**src/rtl/fft_addr_gen_if.sv**
```systemverilog
// Issue bus between the FFT address generator and the butterfly datapath:
// start pulse in, four butterflies' read addresses and twiddle indices out.
interface fft_addr_gen_if;
    logic       go;
    logic [7:0] addr_0;
    logic [7:0] addr_1;
    logic [7:0] addr_2;
    logic [7:0] addr_3;
    logic [7:0] addr_4;
    logic [7:0] addr_5;
    logic [7:0] addr_6;
    logic [7:0] addr_7;
    logic [6:0] tw_idx_0;
    logic [6:0] tw_idx_1;
    logic [6:0] tw_idx_2;
    logic [6:0] tw_idx_3;
    logic       bf_start;
    logic [2:0] stage;
    logic       busy;
    logic       done;

    // master: the address generator; slave: the butterfly-side consumer
    modport master (
        input  go,
        output addr_0, addr_1, addr_2, addr_3, addr_4, addr_5, addr_6, addr_7,
        output tw_idx_0, tw_idx_1, tw_idx_2, tw_idx_3,
        output bf_start, stage, busy, done
    );

    modport slave (
        output go,
        input  addr_0, addr_1, addr_2, addr_3, addr_4, addr_5, addr_6, addr_7,
        input  tw_idx_0, tw_idx_1, tw_idx_2, tw_idx_3,
        input  bf_start, stage, busy, done
    );
endinterface

```
**src/rtl/fft_addr_gen.sv**
```systemverilog
// Address/twiddle generator for a 256-point in-place radix-2 DIT FFT that
// issues four butterflies per cycle over 8 stages, with a drain gap per stage.
module fft_addr_gen #(
    parameter int GAP = 4
) (
    input  logic          clk,
    input  logic          rst,
    fft_addr_gen_if.master bus
);

    typedef enum logic [2:0] {
        ST_IDLE,
        ST_ISSUE,
        ST_GAP,
        ST_FLUSH,
        ST_DONE
    } state_t;

    localparam logic [3:0] GAP_LAST = 4'(GAP - 1);

    state_t     state_reg, state_next;
    logic [2:0] stage_reg, stage_next;
    logic [4:0] cyc_reg, cyc_next;
    logic [3:0] gap_reg, gap_next;

    always_ff @(posedge clk) begin
        if (rst) begin
            state_reg <= ST_IDLE;
            stage_reg <= 3'd0;
            cyc_reg   <= 5'd0;
            gap_reg   <= 4'd0;
        end else begin
            state_reg <= state_next;
            stage_reg <= stage_next;
            cyc_reg   <= cyc_next;
            gap_reg   <= gap_next;
        end
    end

    always_comb begin
        state_next = state_reg;
        stage_next = stage_reg;
        cyc_next   = cyc_reg;
        gap_next   = gap_reg;
        case (state_reg)
            ST_IDLE: begin
                stage_next = 3'd0;
                cyc_next   = 5'd0;
                gap_next   = 4'd0;
                if (bus.go) begin
                    state_next = ST_ISSUE;
                end
            end
            ST_ISSUE: begin
                cyc_next = cyc_reg + 5'd1;
                if (cyc_reg == 5'd31) begin
                    gap_next   = 4'd0;
                    state_next = (stage_reg == 3'd7) ? ST_FLUSH : ST_GAP;
                end
            end
            ST_GAP: begin
                gap_next = gap_reg + 4'd1;
                if (gap_reg == GAP_LAST) begin
                    gap_next   = 4'd0;
                    cyc_next   = 5'd0;
                    stage_next = stage_reg + 3'd1;
                    state_next = ST_ISSUE;
                end
            end
            ST_FLUSH: begin
                gap_next = gap_reg + 4'd1;
                if (gap_reg == GAP_LAST) begin
                    gap_next   = 4'd0;
                    state_next = ST_DONE;
                end
            end
            ST_DONE: begin
                stage_next = 3'd0;
                state_next = ST_IDLE;
            end
            default: begin
                state_next = ST_IDLE;
                stage_next = 3'd0;
                cyc_next   = 5'd0;
                gap_next   = 4'd0;
            end
        endcase
    end

    // Top index is j with a zero inserted at bit s; bottom sets that bit.
    logic [7:0] span;
    logic [7:0] mask;
    logic [7:0] top_w [4];
    logic [7:0] bot_w [4];
    logic [6:0] tw_w  [4];

    assign span = 8'd1 << stage_reg;
    assign mask = span - 8'd1;

    for (genvar gi = 0; gi < 4; gi++) begin : g_bf
        logic [6:0] j;
        logic [7:0] j8;
        logic [6:0] pos;

        assign j         = {cyc_reg, 2'(gi)};
        assign j8        = {1'b0, j};
        assign pos       = j & mask[6:0];
        assign top_w[gi] = ((j8 & ~mask) << 1) | (j8 & mask);
        assign bot_w[gi] = top_w[gi] | span;
        assign tw_w[gi]  = pos << (3'd7 - stage_reg);
    end

    logic [7:0] addr_reg [8];
    logic [6:0] tw_reg   [4];
    logic       bf_start_reg;
    logic [2:0] stage_out_reg;
    logic       busy_reg;
    logic       done_reg;
    logic       issue;

    assign issue = (state_reg == ST_ISSUE);

    // Outputs trail the FSM by one cycle so every output is a flop.
    always_ff @(posedge clk) begin
        if (rst) begin
            for (int k = 0; k < 4; k++) begin
                addr_reg[2*k]   <= 8'd0;
                addr_reg[2*k+1] <= 8'd0;
                tw_reg[k]       <= 7'd0;
            end
            bf_start_reg  <= 1'b0;
            stage_out_reg <= 3'd0;
            busy_reg      <= 1'b0;
            done_reg      <= 1'b0;
        end else begin
            for (int k = 0; k < 4; k++) begin
                addr_reg[2*k]   <= issue ? top_w[k] : 8'd0;
                addr_reg[2*k+1] <= issue ? bot_w[k] : 8'd0;
                tw_reg[k]       <= issue ? tw_w[k]  : 7'd0;
            end
            bf_start_reg  <= issue;
            stage_out_reg <= stage_reg;
            busy_reg      <= (state_reg != ST_IDLE) && (state_reg != ST_DONE);
            done_reg      <= (state_reg == ST_DONE);
        end
    end

    assign bus.addr_0   = addr_reg[0];
    assign bus.addr_1   = addr_reg[1];
    assign bus.addr_2   = addr_reg[2];
    assign bus.addr_3   = addr_reg[3];
    assign bus.addr_4   = addr_reg[4];
    assign bus.addr_5   = addr_reg[5];
    assign bus.addr_6   = addr_reg[6];
    assign bus.addr_7   = addr_reg[7];
    assign bus.tw_idx_0 = tw_reg[0];
    assign bus.tw_idx_1 = tw_reg[1];
    assign bus.tw_idx_2 = tw_reg[2];
    assign bus.tw_idx_3 = tw_reg[3];
    assign bus.bf_start = bf_start_reg;
    assign bus.stage    = stage_out_reg;
    assign bus.busy     = busy_reg;
    assign bus.done     = done_reg;

endmodule

```
**src/flat_wrapper.sv**
```systemverilog
// flat-port wrapper written by rule: the top's interface ports become plain ports
module fft_addr_gen_flat 
#(
    parameter int GAP = 4
)
  (clk, rst, bus_go, bus_addr_0, bus_addr_1, bus_addr_2, bus_addr_3, bus_addr_4, bus_addr_5, bus_addr_6, bus_addr_7, bus_tw_idx_0, bus_tw_idx_1, bus_tw_idx_2, bus_tw_idx_3, bus_bf_start, bus_stage, bus_busy, bus_done);
  fft_addr_gen_if bus_i ();
  input  logic clk;
  input  logic rst;
  input wire logic [$bits(bus_i.go)-1:0] bus_go;
  output wire logic [$bits(bus_i.addr_0)-1:0] bus_addr_0;
  output wire logic [$bits(bus_i.addr_1)-1:0] bus_addr_1;
  output wire logic [$bits(bus_i.addr_2)-1:0] bus_addr_2;
  output wire logic [$bits(bus_i.addr_3)-1:0] bus_addr_3;
  output wire logic [$bits(bus_i.addr_4)-1:0] bus_addr_4;
  output wire logic [$bits(bus_i.addr_5)-1:0] bus_addr_5;
  output wire logic [$bits(bus_i.addr_6)-1:0] bus_addr_6;
  output wire logic [$bits(bus_i.addr_7)-1:0] bus_addr_7;
  output wire logic [$bits(bus_i.tw_idx_0)-1:0] bus_tw_idx_0;
  output wire logic [$bits(bus_i.tw_idx_1)-1:0] bus_tw_idx_1;
  output wire logic [$bits(bus_i.tw_idx_2)-1:0] bus_tw_idx_2;
  output wire logic [$bits(bus_i.tw_idx_3)-1:0] bus_tw_idx_3;
  output wire logic [$bits(bus_i.bf_start)-1:0] bus_bf_start;
  output wire logic [$bits(bus_i.stage)-1:0] bus_stage;
  output wire logic [$bits(bus_i.busy)-1:0] bus_busy;
  output wire logic [$bits(bus_i.done)-1:0] bus_done;
  assign bus_i.go = bus_go;
  assign bus_addr_0 = bus_i.addr_0;
  assign bus_addr_1 = bus_i.addr_1;
  assign bus_addr_2 = bus_i.addr_2;
  assign bus_addr_3 = bus_i.addr_3;
  assign bus_addr_4 = bus_i.addr_4;
  assign bus_addr_5 = bus_i.addr_5;
  assign bus_addr_6 = bus_i.addr_6;
  assign bus_addr_7 = bus_i.addr_7;
  assign bus_tw_idx_0 = bus_i.tw_idx_0;
  assign bus_tw_idx_1 = bus_i.tw_idx_1;
  assign bus_tw_idx_2 = bus_i.tw_idx_2;
  assign bus_tw_idx_3 = bus_i.tw_idx_3;
  assign bus_bf_start = bus_i.bf_start;
  assign bus_stage = bus_i.stage;
  assign bus_busy = bus_i.busy;
  assign bus_done = bus_i.done;
  fft_addr_gen #(.GAP(GAP)) u_core (.clk(clk), .rst(rst), .bus(bus_i));
endmodule
```
**config.mk**
```make
export PLATFORM = sky130hd
export DESIGN_NAME = fft_addr_gen_flat
export DESIGN_NICKNAME = d
export VERILOG_FILES = /design/src/rtl/fft_addr_gen_if.sv /design/src/rtl/fft_addr_gen.sv /design/src/flat_wrapper.sv
export SDC_FILE = /design/constraint.sdc
export NUM_CORES = 1
export LEC_CHECK = 0
export ABC_AREA = 1
export BUFFER_PORTS_ARGS = -buffer_cell sky130_fd_sc_hd__buf_2
export CAP_MARGIN = 40
export CORE_MARGIN = 2
export CORE_UTILIZATION = 49
export DETAILED_ROUTE_END_ITERATION = 16
export GPL_ROUTABILITY_DRIVEN = 0
export GPL_TIMING_DRIVEN = 0
export PLACE_DENSITY = 0.85
export RECOVER_POWER = 50
export SLEW_MARGIN = 0
export SYNTH_ARGS = -nofsm -noshare
export SYNTH_HDL_FRONTEND = slang
export SYNTH_SLANG_ARGS = --single-unit
```
**constraint.sdc**
```tcl
create_clock -name clk -period 2.1 [get_ports clk]
set_input_delay 0.21 -clock clk [delete_from_list [all_inputs] [get_ports clk]]
set_output_delay 0.21 -clock clk [all_outputs]
set_load 0.02 [all_outputs]
```
==> Yosys cells after proc, flatten, opt, wreduce, memory -nomap -nowiden <==
Memories as Yosys holds them, arrays and structs flattened.
Index checks and enable logic that the tools add are counted.
{ "totals": {"out_inout_bits": 98, "ramBits": 92, "regBits": 21, "memories": 2} }
{ "mem_list": {"columns": ["memory", "depth", "width", "read_ports", "rd_ports_with_merged_regs", "write_ports", "line", "rtl"], "rows": [
  ["u_core.addr_reg", 8, 8, 8, 0, 8, "fft_addr_gen.sv:113", "logic [7:0] addr_reg [8];"],
  ["u_core.tw_reg", 4, 7, 4, 0, 4, "fft_addr_gen.sv:114", "logic [6:0] tw_reg [4];"]
]} }
{ "op_classes": {"n_mux": 40, "bitwise_logic": 36, "n_addsub": 5, "reduce_logical": 10, "shift": 5, "eq_ne": 12} }
{ "ops": {"columns": ["cell", "n"], "rows": [
  ["$mux W8", 16],
  ["$or A8 B8 Y8", 8],
  ["$and A7 B7 Y7", 8],
  ["$mux W7", 8],
  ["$and A7 B8 Y8", 4],
  ["$shl A7 B3 Y7", 4],
  ["$mux W3", 5],
  ["$pmux W5 S3", 1],
  ["$or A1 B1 Y1", 12],
  ["$pmux W3 S4", 1],
  ["$pmux W4 S3", 1],
  ["$mux W4", 2],
  ["$shl A1 B3 Y8 const A", 1],
  ["$sub A8 B1 Y8 const B", 1],
  ["$not A7 Y7", 1],
  ["$eq A3 B2 Y1 const B", 2],
  ["$eq A3 B3 Y1 const B", 2],
  ["$pmux W3 S2", 1],
  ["$reduce_and A2 Y1", 3],
  ["$reduce_or A2 Y1", 3],
  ["$add A5 B1 Y5 const B", 1],
  ["$eq A5 B5 Y1 const B", 1],
  ["$mux W5", 1],
  ["$add A4 B1 Y4 const B", 1],
  ["13 further kinds", 20]
]} }

==> Depth between registers and ports, before layout <==
Gate-level depths: netlist of run 1.
{ "depth": {"ltp_word": 8, "ltp_mapped": 12, "depth_no_buf": 12} }

==> Least setup slack after synthesis of run 1 <==
Ideal clock, no wire load.
{ "synth_timing": {"kind": "flip-flop to flip-flop", "start": "register u_core.stage_reg[1]", "end": "memory u_core.tw_reg[0][6]", "n_path_buf": 1, "arrival_ps": 1546, "setup_time_ps": 109, "path_stages_with_launch": 13, "period_less_slack_ps": 1655, "slack_ps": 445, "required_ps": 1991, "cell_sequence": "dfxtp_1 > inv_1 > buf_2 > ha_1 > inv_1 > nand3_2 > nand2_1 > o21ai_1 > nor2_1 > a21oi_1 > nand2_1 > nand2_1 > inv_1"} }
{ "synth_lines": {"columns": ["element", "line", "rtl"], "rows": [
  ["start: declaration", "fft_addr_gen.sv:22", "logic [2:0] stage_reg, stage_next;"],
  ["start signal: assignment", "fft_addr_gen.sv:34", "stage_reg <= stage_next;"],
  ["end: declaration", "fft_addr_gen.sv:114", null]
]} }

==> results.md, run 1 <==
- Input/output buffers: 93
- Hold Buf Count CTS: 0
- Hpwl dp: 4.65 mm
- Initial antenna violation count: 0
- CTS H-tree depth: 3
- Total Neg Setup Slack: 0 ns
- Top post-synthesis cells by area: dfxtp_1 (48%), buf_4 (12%), nand2_1 (6.8%)
- Most frequent CP cell: inv_1
- CTS tree: done
- P_leak: 1.67 nW
- Pint: 2.09 mW
- Clock latency on the worst-skew pair: 0.36 ns
- Global-route wire length before repair: 10.0 mm
- FF+latch count, synth: 68
- Status: completed
- Nets@finish: 466
- I/O pins: 101
- Die area: 6470 µm²
- Routed len/inst: 11.7 µm
- Clock group share of total power: 34.0%
- Tcrit/Tclk final: 90.7%
- Power share of the combinational group: 18.5%
- Post-synth EDFFs: 0
- Sequential Area: 1360 µm²
- Largest register FFs: 24
- Critical setup path kind: reg2reg
- Hold Fails Final Rpt: 0
- Die Y: 80.4 µm
- Gr ovfl total: 0
- Sequential power share: 47.5%
- CTS Buffer Depth: 2
- Unrepaired setup endpoints after global routing: false
- Footprint of the multi-input gates: 978 µm²
- Synthesized area: 2860 µm²
- Switch share: 30.8%
- Top FF cell, synth: dfxtp_1
- Synth top area share: 47.6%
- Via density: 4.72
- Required time worst endpoint: 2.33 ns
- DR iter-0 viols: 95
- Critical Path Source Type: register
- DIE WIDTH: 80.4 µm
- Root buffer cell: clkbuf_8
- Worst Path Arrival: 2.13 ns
- Routed WL: 6.23 mm
- Core area: 5570 µm²
- Synth async-reset ratio: 0%
- Pin count of the biggest net entering global routing: 13
- Worst-path maximum fanout: 11
- Final Max Tran Viols: 0
- Setup WS post-layout: 0.195 ns
- Worst Max-Slew Pin Slew: 0.550 ns
- Final setup viols: 0
- Ant. Diodes: 0
- Synthesis Warnings: 0
- Total track usage: 20.3%
- Slew HR: 63.3%
- Final min period: 1.90 ns
- Num rows: 27
- Final ANT Viol Nets: 0
- Area growth syn-to-layout: 23.7%
- Initial Util: 51.3%
- Worst hold margin: 0.209 ns
- Ordered list of cells on the worst path: inv_1, clkbuf_4, ha_2, inv_1, nor2_1, inv_1, nand3_1, nand2_1, nand2_1, a21oi_1
- Average size of a mapped cell: 8.29 µm²
- Max Freq: 525 MHz
- DR DRC count: 0
- VDD IR-drop max: 427 µV
- Leading area contributor after synthesis: dfxtp_1
- Vias in the first global route: 2325
- First-pass DRT Iterations: 4
- Power per cell area: 855 nW/µm²
- CP endpoint kind: register
- Setup WS pre-CTS: 0.132 ns
- Share of cells above drive strength 1: 21.8%
- Via count: 2505
- Psw: 0.932 mW
- Syn Inst Count: 345
- Clock sinks: 68
- Register area share after synthesis: 47.6%
- Slowest stage delay, CP: 0.35 ns
- Fillers: 530
- CTS buffer count: 9
- Count of unique library cells instantiated by Yosys: 37
- Clock-pin slew on the worst setup and hold paths: 0.07 ns
- CP max-delay cell: dfxtp_1
- Hold Path Class: in2reg
- Max Cap Viol: 0
- Max Clock Skew: 0.0121 ns
cells in the mapped netlist, types with 2 or more instances:
library cell	instances
a22oi_1	3
nand4_1	2
dfxtp_1	68
nor3_1	3
inv_2	2
ha_1	9
buf_4	46
xor2_1	2
clkbuf_1	2
inv_1	35
o21ai_1	4
nor2_1	39
o21ai_0	13
nand2_1	52
a21oi_1	25
buf_2	5
a31oi_1	3
nand3_1	13
through the flow:
stage / utilization [%] / power, mW / std cells / area [µm²]
2_1_floorplan: - / 1.89 / 350 / 2880
4_1_cts: 65.1 / 3.06 / 531 / 3630
3_5_place_dp: 61.6 / 2.05 / 515 / 3440
6_report: 63.5 / 3.03 / 531 / 3540
5_1_grt: 63.5 / 3.17 / 531 / 3540
3_3_place_gp: 61.6 / 2.03 / 515 / 3440
cell type report:
cell class | count | area share [%]
clock buffer | 10 | 3.61
clock inverter | 6 | 1.84
inverter | 38 | 4.10
sequential | 68 | 38.5
multi-input combinational | 189 | 27.6
buffer | 55 | 11.2
timing repair buffer | 93 | 10.6
tap | 72 | 2.55
kinds of logic after synthesis:
family | synth area share [%]
adders and majority gates | 3.94
DFF | 47.6
xor gates and xnor gates | 0.612
other | 0.131
and+or+nand+nor | 18.1
AOI/OAI and AO/OA | 10.8
buffers and inverters | 18.8
routing by layer:
metal | vias up | wire length [µm] | global-route usage, %
li1 | 1261 | - | -
met1 | 1117 | 2660 | 24.2
met2 | 108 | 2850 | 32.5
met3 | 19 | 541 | 4.61
met4 | 0 | 181 | 13.4
met5 | - | 0 | 0
critical path, delay by kind of cell, from the launching register on:
kind,cells,cell delay [ns]
AOI/OAI and AO/OA,1,0.09
buffers and inverters,4,0.57
DFF,1,0.35
and+or+nand+nor,4,0.50
adders and majority gates,1,0.26
worst paths after layout:
kind                       startpoint                   to  slack, ns  cells after the start
hold / removal                    rst  u_core.state_reg[2]       0.21                      2
setup reg to reg  u_core.stage_reg[1]  u_core.tw_reg[1][6]       0.20                     10
hold reg to reg     u_core.gap_reg[3]    u_core.gap_reg[3]       0.48                      2
setup / recovery  u_core.stage_reg[1]  u_core.tw_reg[1][6]       0.20                     10
layout by cell type, fill, tap and decap left out, types with 2 or more instances in the layout:
| cell type | instances |
|---|---|
| a22oi_1 | 3 |
| nor2_1 | 39 |
| clkinvlp_4 | 4 |
| a31oi_1 | 3 |
| nand4_1 | 2 |
| buf_4 | 46 |
| xor2_1 | 2 |
| dfxtp_1 | 68 |
| o21ai_1 | 4 |
| clkbuf_8 | 9 |
| nand3_1 | 13 |
| buf_2 | 25 |
| ha_1 | 8 |
| o21ai_0 | 13 |
| a21oi_1 | 24 |
| conb_1 | 6 |
| inv_1 | 37 |
| nor3_1 | 3 |
| a21oi_2 | 2 |
| nand2_1 | 53 |
| clkbuf_1 | 75 |
power groups by stage:
stage	Clock (mW)	Combinational [mW]	Sequential [mW]
2_1_floorplan	0	0.373	1.52
3_5_place_dp	0	0.586	1.46
5_1_grt	1.10	0.619	1.44
6_report	1.03	0.561	1.44
3_3_place_gp	0	0.573	1.46
4_1_cts	1.04	0.587	1.44
timing repair:
action,CTS,global route
resized for setup,0,3
setup buffers,0,0
setup endpoints to repair,0,7
Note: power is estimated with default switching activity, not from simulation.
==> inputs of run 2 (changes only) <==
REMOVE_ABC_BUFFERS = 1   (was default)
==> run 2 against run 1 <==
Against the previous run:
- sequential share of layout area rose by 4.5 points
- flip-flop and latch count stayed put
- cell count shrank 10%
- utilization fell by 6.4 points
- sequential power about the same
- highest routed layer unchanged
- hold slack improved by 0.023 ns
- critical path depth increased by 1
- critical path type unchanged
- clock skew fell by 0.0040 ns
- worst setup slack worse by 0.027 ns
- largest cell class unchanged
- register-to-register slack worse by 0.03 ns
==> results.md, run 2 (synthesis results as in run 1) <==
- Total track usage: 18.7% (-1.5 points)
- Initial antenna violation count: 0 (unchanged)
- Max Clock Skew: 0.00814 ns (-0.00401 ns)
- DR DRC count: 0 (unchanged)
- Fillers: 505 (-4.7%)
- Root buffer cell: clkbuf_8
- I/O pins: 101 (unchanged)
- First-pass DRT Iterations: 4 (unchanged)
- Die area: 6470 µm² (unchanged)
- Hold Buf Count CTS: 0 (unchanged)
- Setup WS post-layout: 0.168 ns (-0.0273 ns)
- Final Max Tran Viols: 0 (unchanged)
- Core area: 5570 µm² (unchanged)
- Via count: 2347 (-6.3%)
- Die Y: 80.4 µm (unchanged)
- Area growth syn-to-layout: 11.3%
- Status: completed
- Unrepaired setup endpoints after global routing: false
- Clock sinks: 68 (unchanged)
- Total Power: 3.10 mW (+2.3%)
- GR Util met1: 19.4% (-4.8 points)
- Max Freq: 518 MHz (-1.4%)
- Worst Hold Path Cells: 2 (unchanged)
- Pin count of the biggest net entering global routing: 23 (+10)
- Routed WL: 6.00 mm (-3.6%)
- Routed len/inst: 12.6 µm (+7.1%)
- Max Cap Viol: 0 (unchanged)
- Setup WS pre-CTS: -0.171 ns (-0.303 ns)
- Commonest cells after routing, fill and taps aside: clkbuf_1 (74), dfxtp_1 (65), nand2_1 (52)
- Gr busiest metal: met2
- Worst Path Arrival: 2.23 ns (+0.10 ns)
- DP Area: 3050 µm² (-11%)
- Power per cell area: 972 nW/µm² (+14%)
- DIE WIDTH: 80.4 µm (unchanged)
- Tcrit/Tclk final: 92.0% (+1.3 points)
- Num rows: 27 (unchanged)
- Hold Path Class: in2reg
- CTS Buffer Depth: 2 (unchanged)
- Worst hold margin: 0.232 ns (+0.0235 ns)
- Worst R2R Setup Slack: 0.17 ns (-0.03 ns)
- Via density: 4.91 (+4.1%)
- Register-to-Register Path Depth: 11 (+1)
- VDD IR-drop max: 620 µV (+45%)
- Clock-pin slew on the worst setup and hold paths: 0.07 ns (about the same)
- Hold Fails Final Rpt: 0 (unchanged)
- Met2 Use GR: 34.5% (+2.0 points)
- Critical setup path kind: reg2reg
- CTS H-tree depth: 3 (unchanged)
- Worst-path maximum fanout: 15 (+4)
- Initial Util: 51.3% (unchanged)
- CTS buffer count: 9 (unchanged)
- Nets@finish: 413 (-11%)
- Clock latency on the worst-skew pair: 0.36 ns (about the same)
- Global-route wire length before repair: 9.09 mm (-9.5%)
- Largest register FFs: 24 (unchanged)
- CP endpoint kind: register
- Final min period: 1.93 ns (+0.0273 ns)
- Hpwl dp: 4.16 mm (-10%)
- Share of cells above drive strength 1: 12.8% (-9.0 points)
- Required time worst endpoint: 2.40 ns (+0.07 ns)
- CTS tree: done
- Final ANT Viol Nets: 0 (unchanged)
- DR iter-0 viols: 180 (+89%)
- Input/output buffers: 94 (+1.1%)
- GR Layer Usage met3: 3.60% (-1.0 points)
- P_leak: 1.41 nW (-15%)
- Final setup viols: 0 (unchanged)
- Gr ovfl total: 0 (unchanged)
- Critical Path Source Type: register
- Commonest non-fill, non-tap cell in the layout: clkbuf_1
- Vias in the first global route: 2056 (-12%)
- Ant. Diodes: 0 (unchanged)
- Finished Cell Area: 3180 µm² (-10%)
-- run 2: area by class of cell --
cell class / count / area, µm² / share of cell area (%)
sequential: 68 / 1370 / 42.9
multi-input combinational: 189 / 975 / 30.6
timing repair buffer: 95 / 387 / 12.1
inverter: 38 / 149 / 4.68
clock buffer: 10 / 128 / 4.01
tap: 72 / 90.1 / 2.83
clock inverter: 6 / 88.8 / 2.79
-- run 2: report_power, final --
part | total [mW] | switching, mW | internal, mW
Clock | 1.16 | 0.496 | 0.668
Combinational | 0.501 | 0.380 | 0.121
Sequential | 1.43 | 0.0611 | 1.37
-- run 2: critical path, cell delays in order (launching register included) --
cell and delay [ns]:
dfxtp_4 0.45, inv_1 0.16, ha_1 0.27, nand2_1 0.12
nand2_1 0.06, nand2_1 0.10, nand2_1 0.14, o21ai_2 0.20
nand2_1 0.09, nand3_1 0.12, nand2_1 0.08, inv_1 0.06
-- run 2: what timing repair did --
item | in CTS | in global routing
buffers inserted | 1 | 0
endpoints found under the setup margin | 15 | 14
gates resized for setup | 2 | 4
-- run 2: stage by stage --
step                      util [%]  instances  TNS [ns]
after floorplan                  -        295         0
after global placement        54.7        461    -0.842
after detailed placement      54.7        461     -1.10
after CTS                     58.8        478         0
after global routing          57.1        478         0
final                         57.1        478         0
-- run 2: routing by layer --
metal | wire length [µm] | vias up
met5 | 0 | -
met4 | 137 | 0
met3 | 543 | 10
met2 | 3000 | 127
met1 | 2320 | 1057
li1 | - | 1153
-- run 2: path summary, 6_finish.rpt --
kind,start,end
worst max-delay path,u_core.stage_reg[0],u_core.tw_reg[1][5]
worst min-delay path,rst,u_core.gap_reg[1]
worst max register to register,u_core.stage_reg[0],u_core.tw_reg[1][5]
worst min register to register,u_core.gap_reg[3],u_core.gap_reg[3]
